## src/rtl/dec_pkg.sv

```systemverilog
// dec_pkg: shared definitions for the dec_scan_n decoder family.
//   MODE_*  : encodings of the 2-bit mode input (11 is reserved and decodes as one-hot)
//   state_t : controller states IDLE / DIRECT / SCAN
package dec_pkg;

  localparam logic [1:0] MODE_ONEHOT = 2'b00;
  localparam logic [1:0] MODE_THERM  = 2'b01;
  localparam logic [1:0] MODE_SCAN   = 2'b10;

  typedef enum logic [1:0] {
    IDLE   = 2'd0,
    DIRECT = 2'd1,
    SCAN   = 2'd2
  } state_t;

endpackage

```

## src/rtl/dec_code_n.sv

```systemverilog
// dec_code_n: combinational W-bit code to 2**W-bit decode.
//   code  in  W     code to decode
//   therm in  1     0: one-hot (y[i] = i==code), 1: thermometer (y[i] = i<=code)
//   y     out 2**W  decoded pattern
module dec_code_n #(
  parameter int W = 3
) (
  input  logic [W-1:0]    code,
  input  logic            therm,
  output logic [2**W-1:0] y
);

  localparam int N = 2**W;

  for (genvar gi = 0; gi < N; gi++) begin : g_bit
    localparam logic [W-1:0] POS = W'(gi);
    assign y[gi] = therm ? (POS <= code) : (POS == code);
  end

endmodule

```

## src/rtl/dec_scan_n.sv

```systemverilog
// dec_scan_n: registered W-to-2**W decoder with valid/ready input, one-hot / thermometer
// direct modes and an autonomous scan that shows every code for DWELL cycles.
//   clk       in   1     rising-edge clock
//   rst_n     in   1     asynchronous active-low reset
//   in_valid  in   1     request present
//   in_ready  out  1     request can be accepted (low while scanning)
//   x         in   W     code to decode / first code of a scan
//   mode      in   2     00 one-hot, 01 thermometer, 10 scan, 11 as 00
//   en        in   1     output enable; 0 masks y and freezes the scan
//   y         out  2**W  decoded output
//   y_valid   out  1     y holds a decoded value
//   scan_done out  1     one-cycle pulse when a scan completes
module dec_scan_n
  import dec_pkg::*;
#(
  parameter int W     = 3,
  parameter int DWELL = 4
) (
  input  logic            clk,
  input  logic            rst_n,
  input  logic            in_valid,
  output logic            in_ready,
  input  logic [W-1:0]    x,
  input  logic [1:0]      mode,
  input  logic            en,
  output logic [2**W-1:0] y,
  output logic            y_valid,
  output logic            scan_done
);

  localparam int N  = 2**W;
  localparam int DW = $clog2(DWELL + 1);
  localparam logic [DW-1:0] DWELL_LAST = DW'(DWELL - 1);

  if (W < 1 || DWELL < 1) begin : g_param_check
    $error("dec_scan_n: W and DWELL must both be >= 1");
  end

  state_t         state;
  logic [N-1:0]   y_reg;
  logic           y_valid_reg;
  logic           scan_done_reg;
  logic [W-1:0]   idx;
  logic [W-1:0]   last_idx;   // final code of the running scan: start code - 1, wrapped
  logic [DW-1:0]  dwell;

  logic           accept;
  logic           dwell_end;
  logic [W-1:0]   code_sel;
  logic           therm_sel;
  logic [N-1:0]   code_y;

  assign in_ready  = (state != SCAN);
  assign accept    = in_valid && in_ready;
  assign dwell_end = (dwell == DWELL_LAST);

  // One decoder serves both paths: an accepted request decodes x, otherwise
  // it looks ahead to the next scan code so the step can load it directly.
  always_comb begin
    code_sel  = accept ? x : idx + W'(1);
    therm_sel = accept && (mode == MODE_THERM);
  end

  dec_code_n #(.W(W)) u_code (
    .code  (code_sel),
    .therm (therm_sel),
    .y     (code_y)
  );

  always_ff @(posedge clk or negedge rst_n) begin
    if (!rst_n) begin
      state         <= IDLE;
      y_reg         <= '0;
      y_valid_reg   <= 1'b0;
      scan_done_reg <= 1'b0;
      idx           <= '0;
      last_idx      <= '0;
      dwell         <= '0;
    end else begin
      scan_done_reg <= 1'b0;
      if (accept) begin
        // Direct accepts load y even with en=0; only the output is masked.
        y_reg       <= code_y;
        y_valid_reg <= 1'b1;
        idx         <= x;
        dwell       <= '0;
        if (mode == MODE_SCAN) begin
          state    <= SCAN;
          last_idx <= x - W'(1);
        end else begin
          state <= DIRECT;
        end
      end else if (state == SCAN && en) begin
        if (dwell_end) begin
          dwell <= '0;
          if (idx == last_idx) begin
            // Scan complete: y keeps the last code and stays valid.
            scan_done_reg <= 1'b1;
            state         <= DIRECT;
          end else begin
            idx   <= code_sel;
            y_reg <= code_y;
          end
        end else begin
          dwell <= dwell + DW'(1);
        end
      end
    end
  end

  assign y         = en ? y_reg : '0;
  assign y_valid   = y_valid_reg;
  assign scan_done = scan_done_reg;

endmodule

```

## config.mk

```make
export PLATFORM = sky130hd
export DESIGN_NAME = dec_scan_n
export DESIGN_NICKNAME = d
export VERILOG_FILES = /design/src/rtl/dec_pkg.sv /design/src/rtl/dec_code_n.sv /design/src/rtl/dec_scan_n.sv
export SDC_FILE = /design/constraint.sdc
export NUM_CORES = 1
export LEC_CHECK = 0
export ABC_AREA = 1
export BUFFER_PORTS_ARGS = -buffer_cell sky130_fd_sc_hd__buf_2
export CAP_MARGIN = 10
export CORE_MARGIN = 2
export CORE_UTILIZATION = 45
export CTS_CLUSTER_DIAMETER = 150
export DETAILED_ROUTE_END_ITERATION = 10
export PLACE_DENSITY = 0.69
export SLEW_MARGIN = 20
export SYNTH_ARGS = -nofsm -noshare
export SYNTH_HDL_FRONTEND = slang
export SYNTH_SLANG_ARGS = --single-unit
```

## constraint.sdc

```tcl
create_clock -name clk -period 2.54 [get_ports clk]
set_input_delay 0.254 -clock clk [delete_from_list [all_inputs] [get_ports clk]]
set_output_delay 0.254 -clock clk [all_outputs]
set_load 0.01 [all_outputs]
```

=== Word level (Yosys, flattened, before mapping) ===
Index checks and enable logic that the tools add are counted.

* Add/sub/neg operators: 3
* $lt $le $gt $ge: 8
* Equality and inequality tests: 14
* Muxes and demuxes: 30
* Reductions and logical operators: 10

{| class="wikitable"
|+ Operators with widths
! operator !! count
|-
| 8-bit 2-to-1 mux || 5
|-
| 3-bit 2-to-1 mux || 8
|-
| 3-bit equality test (first input constant) || 4
|-
| 3-bit <= comparator (first input constant) || 4
|-
| 1-bit 2-to-1 mux || 12
|-
| 2-bit 2-to-1 mux || 5
|-
| 3-bit by 1-bit adder with 3-bit output (second input constant) || 2
|-
| 2-bit by 3-bit equality test with 1-bit output (first input constant) || 2
|-
| 1-bit by 3-bit <= comparator with 1-bit output (first input constant) || 2
|-
| 2-bit by 3-bit <= comparator with 1-bit output (first input constant) || 2
|-
| 3-bit AND reduction || 2
|-
| 2-bit nonzero test || 3
|-
| 2-bit equality test (second input constant) || 2
|-
| 2-bit != test (second input constant) || 2
|-
| 1-bit by 3-bit equality test with 1-bit output (first input constant) || 1
|-
| 3-bit by 2-bit equality test with 1-bit output (second input constant) || 1
|-
| 3-bit equality test || 1
|-
| 1-bit logical AND || 3
|-
| 3-bit zero test || 1
|-
| 3-bit by 1-bit subtractor with 3-bit output (second input constant) || 1
|-
| 2-bit by 1-bit equality test with 1-bit output (second input constant) || 1
|-
| 2-bit AND reduction || 1
|}

* Register bits after elaboration: 21
* Input bits: 9
* Output and inout bits: 11
* Word-level logic and storage cells: 72

=== Depth between registers and ports, before layout ===
* Word-level depth: 9
* Gate-level depth with buffers: 11
* Gate-level depth less buffers: 11

=== Modules after synthesis ===
Synthesis repeated with hierarchy kept, for this count alone.

* Cell total of the unflattened synthesis: 176
* Area total of the unflattened synthesis: 1317.5 um^2

{| class="wikitable"
|+ Modules (own cells, without submodules)
! module !! times used !! cells each !! area an instance (um^2) !! seq. area each (um^2)
|-
| dec_scan_n || 1 || 149 || 1206.2 || 525.5
|-
| dec_code_n || 1 || 27 || 111.4 || 0.0
|}

=== Worst setup path before layout ===
OpenSTA, ideal clock, no wires.

* Path kind: flip-flop to flip-flop
* Start point: register idx[0]
* End point: register y_reg[1]
* Library setup time: 0.117 ns
* Arrival time: 1.184 ns
* Data required time: 2.423 ns
* Slack: 1.240 ns
* Cell stages (with the launch flop): 10
* Buffers on the path: 0
* Clock period less this slack: 1.300 ns
* Cells stage by stage: dfrtp_1 -> ha_1 -> inv_1 -> nand2_4 -> nand2_4 -> nand2_1 -> nand2_1 -> nand2_1 -> nand2_1 -> nand2_1

* Word-level cells in the longest chain between the ends: 8
* Elaborated cells between the ends (all ways): 12
* Those cells by class: add/sub: 1; order compare: 1; eq/ne: 3; mux: 6; reduce/logical: 1

{| class="wikitable"
|+ RTL lines
! element !! line !! text
|-
| start, declared || dec_scan_n.sv:43 || <nowiki>logic [W-1:0] idx;</nowiki>
|-
| start signal, assigned || dec_scan_n.sv:101 || <nowiki>idx <= code_sel;</nowiki>
|-
| 3-bit by 1-bit adder with 3-bit output || dec_scan_n.sv:60 || <nowiki>code_sel = accept ? x : idx + W'(1);</nowiki>
|-
| 3-bit 2-to-1 mux || dec_scan_n.sv:60 ||
|-
| 1-bit by 3-bit <= comparator with 1-bit output or 1-bit by 3-bit equality test with 1-bit output (tied branches) || dec_code_n.sv:17 || <nowiki>assign y[gi] = therm ? (POS <= code) : (POS == code);</nowiki>
|-
| 1-bit 2-to-1 mux || dec_code_n.sv:17 ||
|-
| 8-bit 2-to-1 mux || dec_scan_n.sv:96 || <nowiki>if (idx == last_idx) begin</nowiki>
|-
| 8-bit 2-to-1 mux || dec_scan_n.sv:94 || <nowiki>if (dwell_end) begin</nowiki>
|-
| 8-bit 2-to-1 mux || dec_scan_n.sv:93 || <nowiki>end else if (state == SCAN && en) begin</nowiki>
|-
| 8-bit 2-to-1 mux || dec_scan_n.sv:81 || <nowiki>if (accept) begin</nowiki>
|-
| end signal, assigned || dec_scan_n.sv:83 || <nowiki>y_reg <= code_y;</nowiki>
|-
| end signal, assigned || dec_scan_n.sv:102 || <nowiki>y_reg <= code_y;</nowiki>
|-
| end, declared || dec_scan_n.sv:40 || <nowiki>logic [N-1:0] y_reg;</nowiki>
|}

Parallel ways exist; a longest one is shown, timed or not. The select of a mux whose other input is x is not followed.
A chain may end at the register's enable or synchronous reset.

=== Worst setup path in the final report ===
* Start point: register state[0]
* End point: register idx[1]

* Word-level cells in the longest chain between the ends: 7
* Elaborated cells between the ends (all ways): 13
* Those cells by class: eq/ne: 3; mux: 5; reduce/logical: 5

{| class="wikitable"
|+ RTL lines
! element !! line !! text
|-
| start, declared || dec_scan_n.sv:39 || <nowiki>state_t state;</nowiki>
|-
| start signal, assigned || dec_scan_n.sv:72 || <nowiki>state <= IDLE;</nowiki>
|-
| start signal, assigned || dec_scan_n.sv:88 || <nowiki>state <= SCAN;</nowiki>
|-
| start signal, assigned || dec_scan_n.sv:91 || <nowiki>state <= DIRECT;</nowiki>
|-
| 2-bit != test || dec_scan_n.sv:53 || <nowiki>assign in_ready = (state != SCAN);</nowiki>
|-
| 1-bit logical AND || dec_scan_n.sv:54 || <nowiki>assign accept = in_valid && in_ready;</nowiki>
|-
| 3-bit 2-to-1 mux || dec_scan_n.sv:60 ||
|-
| 3-bit 2-to-1 mux || dec_scan_n.sv:96 ||
|-
| 3-bit 2-to-1 mux || dec_scan_n.sv:94 ||
|-
| 3-bit 2-to-1 mux || dec_scan_n.sv:93 ||
|-
| 3-bit 2-to-1 mux || dec_scan_n.sv:81 ||
|}

Parallel ways exist; a longest one is shown, timed or not. The select of a mux whose other input is x is not followed.

==> impl_metrics.toml <==
[pwr]
ir_drop_v = 0.000615
leakage_nw = 0.830
power.density_mw_per_mm2 = 966

[timing]
post-route-min-period_ns = 1.53
fmax_mhz = 654
slew_headroom_pct = 68.3
rsz0062_at_grt = "false"
setup_violations = 0
period_share_pct = 60.2
hold_viol = 0
fin_ws_ns = 1.01
setup_tns_ns = 0
report.final.slew_viol_count = 0
tightest_slew_ns = 0.475
fin_skew_ns = 0.0130

[worst_setup_path]
end_kind = "register"
r2r_cells = 7
crit_type = "reg2reg"
startpoint = "state[0]$_DFFE_PN0P_"
start_kind = "register"
rr_startpoint = "state[0]$_DFFE_PN0P_"
worstPathRequired_ns = 2.78
r2r_slack_ns = 1.01
cp_max_fo = 13
arrival_ns = 1.77
r2r_end = "idx[1]$_DFFE_PN0P_"

[die]
pin_count = 20
die_w_um = 57.2
core-area_mm2 = 0.00273
design.die.area_mm2 = 0.00327
start_util_pct = 46.6
rows = 19
fp.dieH_um = 57.2

[run]
max_cap_viol_count = 0

[cts]
path_clk_slew_ns = 0.13
clock_sinks = 21
root_buffer = "clkbuf_4"
cts_resized = 0
cts_tree = "done"
cts_max_path_buffers = 2
cts-htree-levels = 1
cts_buffers = 3
clock_latency_ns = 0.32
postCtsSetupBuffers = 0

[global_routing]
grt_max_degree = 22
met1_usage_pct = 21.2
grt.overflow.total = 0
grtUsageTotal_pct = 16.7
grt-busiest-layer = "met2"
grt_pass1_vias = 1028
met2_usage_pct = 28.6
gr-usage-met3_pct = 2.49
antenna_found_initial = 0
grt_pass1_wl_um = 4260

[cells_and_area]
utilization_pct = 51.5
nets = 197
syn_to_final_growth_pct = 10.6
drive_gt1_share_pct = 23.4
fin_area_mm2 = 0.00141
largest_reg_flops = 8
antenna_cells = 0

[synthesis]
syn_nets = 175
seq_area_frac_synth_pct = 41.3
ys_seq_elements = 21
synth_cells = 163
ys_types = 24
synthesis.area_mm2 = 0.00127
yosysWarnings = 0
synth.avg_cell_area_um2 = 7.81

[detailed_routing]
viasPerCell = 4.93
num_vias = 1061
ant_nets = 0
drt_iter0_drc = 28
drt-wirelength-per-cell_um = 11.6
drc = 0
firstDrtPassIters = 4
drt-total-wl_um = 2490

[status]
status = "complete, no violations"

[placement]
dpl.hpwl_um = 2000
port_buffers = 19
placed_area_mm2 = 0.00137
place_ws_ns = 1.05
gp_congestion = 0.841

[min_path]
worstHoldStart = "x[0]"
hold_end = "last_idx[0]$_DFFE_PN0P_"
min_path_cells = 2
hp-class = "in2reg"
report_power, final:
part | internal (mW) | switching (mW)
registers | 0.452 | 0.0907
clock network | 0.0603 | 0.112
logic | 0.234 | 0.412
worst max-delay path by stage:
| stage | end | slack [ns] | cells after the start |
|---|---|---|---|
| detailed placement | idx[1]$_DFFE_PN0P_ | 1.05 | 7 |
| CTS | idx[1]$_DFFE_PN0P_ | 1.00 | 7 |
| global route | y_reg[2]$_DFFE_PN0P_ | 0.92 | 7 |
| floorplan | y_reg[1]$_DFFE_PN0P_ | 1.24 | 9 |
| finish | idx[1]$_DFFE_PN0P_ | 1.01 | 7 |
| global placement | idx[1]$_DFFE_PN0P_ | 1.08 | 7 |
synth_stat cells:
cell	n	share of area [%]
buf_12	1	1.6
o21ai_0	5	2.0
ha_1	3	2.9
nand3b_1	1	0.59
xnor2_1	2	1.4
nand2_1	57	17
nand2_2	3	1.5
nor2_4	1	0.88
a21oi_1	1	0.39
inv_2	2	0.59
nand3_2	3	2.4
a21boi_0	1	0.59
or2_2	1	0.49
nand3_1	16	6.3
nor3_1	2	0.79
nand4_1	1	0.49
dfrtp_1	21	41
buf_6	1	0.88
buf_4	1	0.59
nor2_1	2	0.59
o21ai_1	4	1.6
o21ai_2	2	1.4
inv_1	24	7.1
nand2_4	8	7.1
cell type report:
type | instances | area, um^2
Fill cell | 280 | 1330
Multi-Input combinational cell | 113 | 612
Sequential cell | 21 | 526
Timing Repair Buffer | 20 | 105
Inverter | 26 | 97.6
Tap cell | 31 | 38.8
Clock buffer | 3 | 22.5
Clock inverter | 1 | 7.51
what timing repair did:
item / 4_1_cts / 5_1_grt
hold buffers: 1 / 0
hold endpoints to repair: 21 / 0
setup endpoints to repair: 0 / 0
through the flow:
| stage | instances | power [mW] | hold slack (ns) |
|---|---|---|---|
| finish | 215 | 1.36 | 0.154 |
| global route | 215 | 1.49 | 0.171 |
| CTS | 215 | 1.38 | 0.152 |
| detailed placement | 210 | 1.20 | 0.245 |
| global placement | 210 | 1.17 | 0.240 |
| floorplan | 163 | 1.06 | -0.0416 |
critical path: stages (launching register included):
cell and delay, ns:
dfrtp_1 0.38, inv_1 0.13, nand2_4 0.10, nand2_4 0.19, nand4_1 0.19, nand2_2 0.27
nand2_1 0.10, o21ai_2 0.07
per-layer routing:
layer	share of wire [%]	up-vias
li1	-	551
met1	47	486
met2	47	19
met3	3.7	5
met4	1.8	0
met5	0	-
placed cells by master, fill, tap and decap left out, types with 2 or more instances in the layout:
cell type and count:
inv_1 24, xnor2_1 2, o21ai_1 4, clkbuf_4 3, nand2_4 8, o21ai_2 2
nor3_1 2, nand2_2 3, nand2_1 57, nor2_1 2, buf_2 19, inv_2 2
ha_1 3, nand3_1 16, dfrtp_1 21, nand3_2 3, o21ai_0 5
kinds of logic (layout without fill, tap and decap cells):
logic type	after synthesis	after routing	synth area share [%]
simple gates	95	95	37.8
buf+inv	29	50	10.7
flops	21	21	41.3
compound gates	13	13	5.89
fa+ha+maj	3	3	2.95
xor+xnor	2	2	1.38
Power figures use the tool's default switching activity.
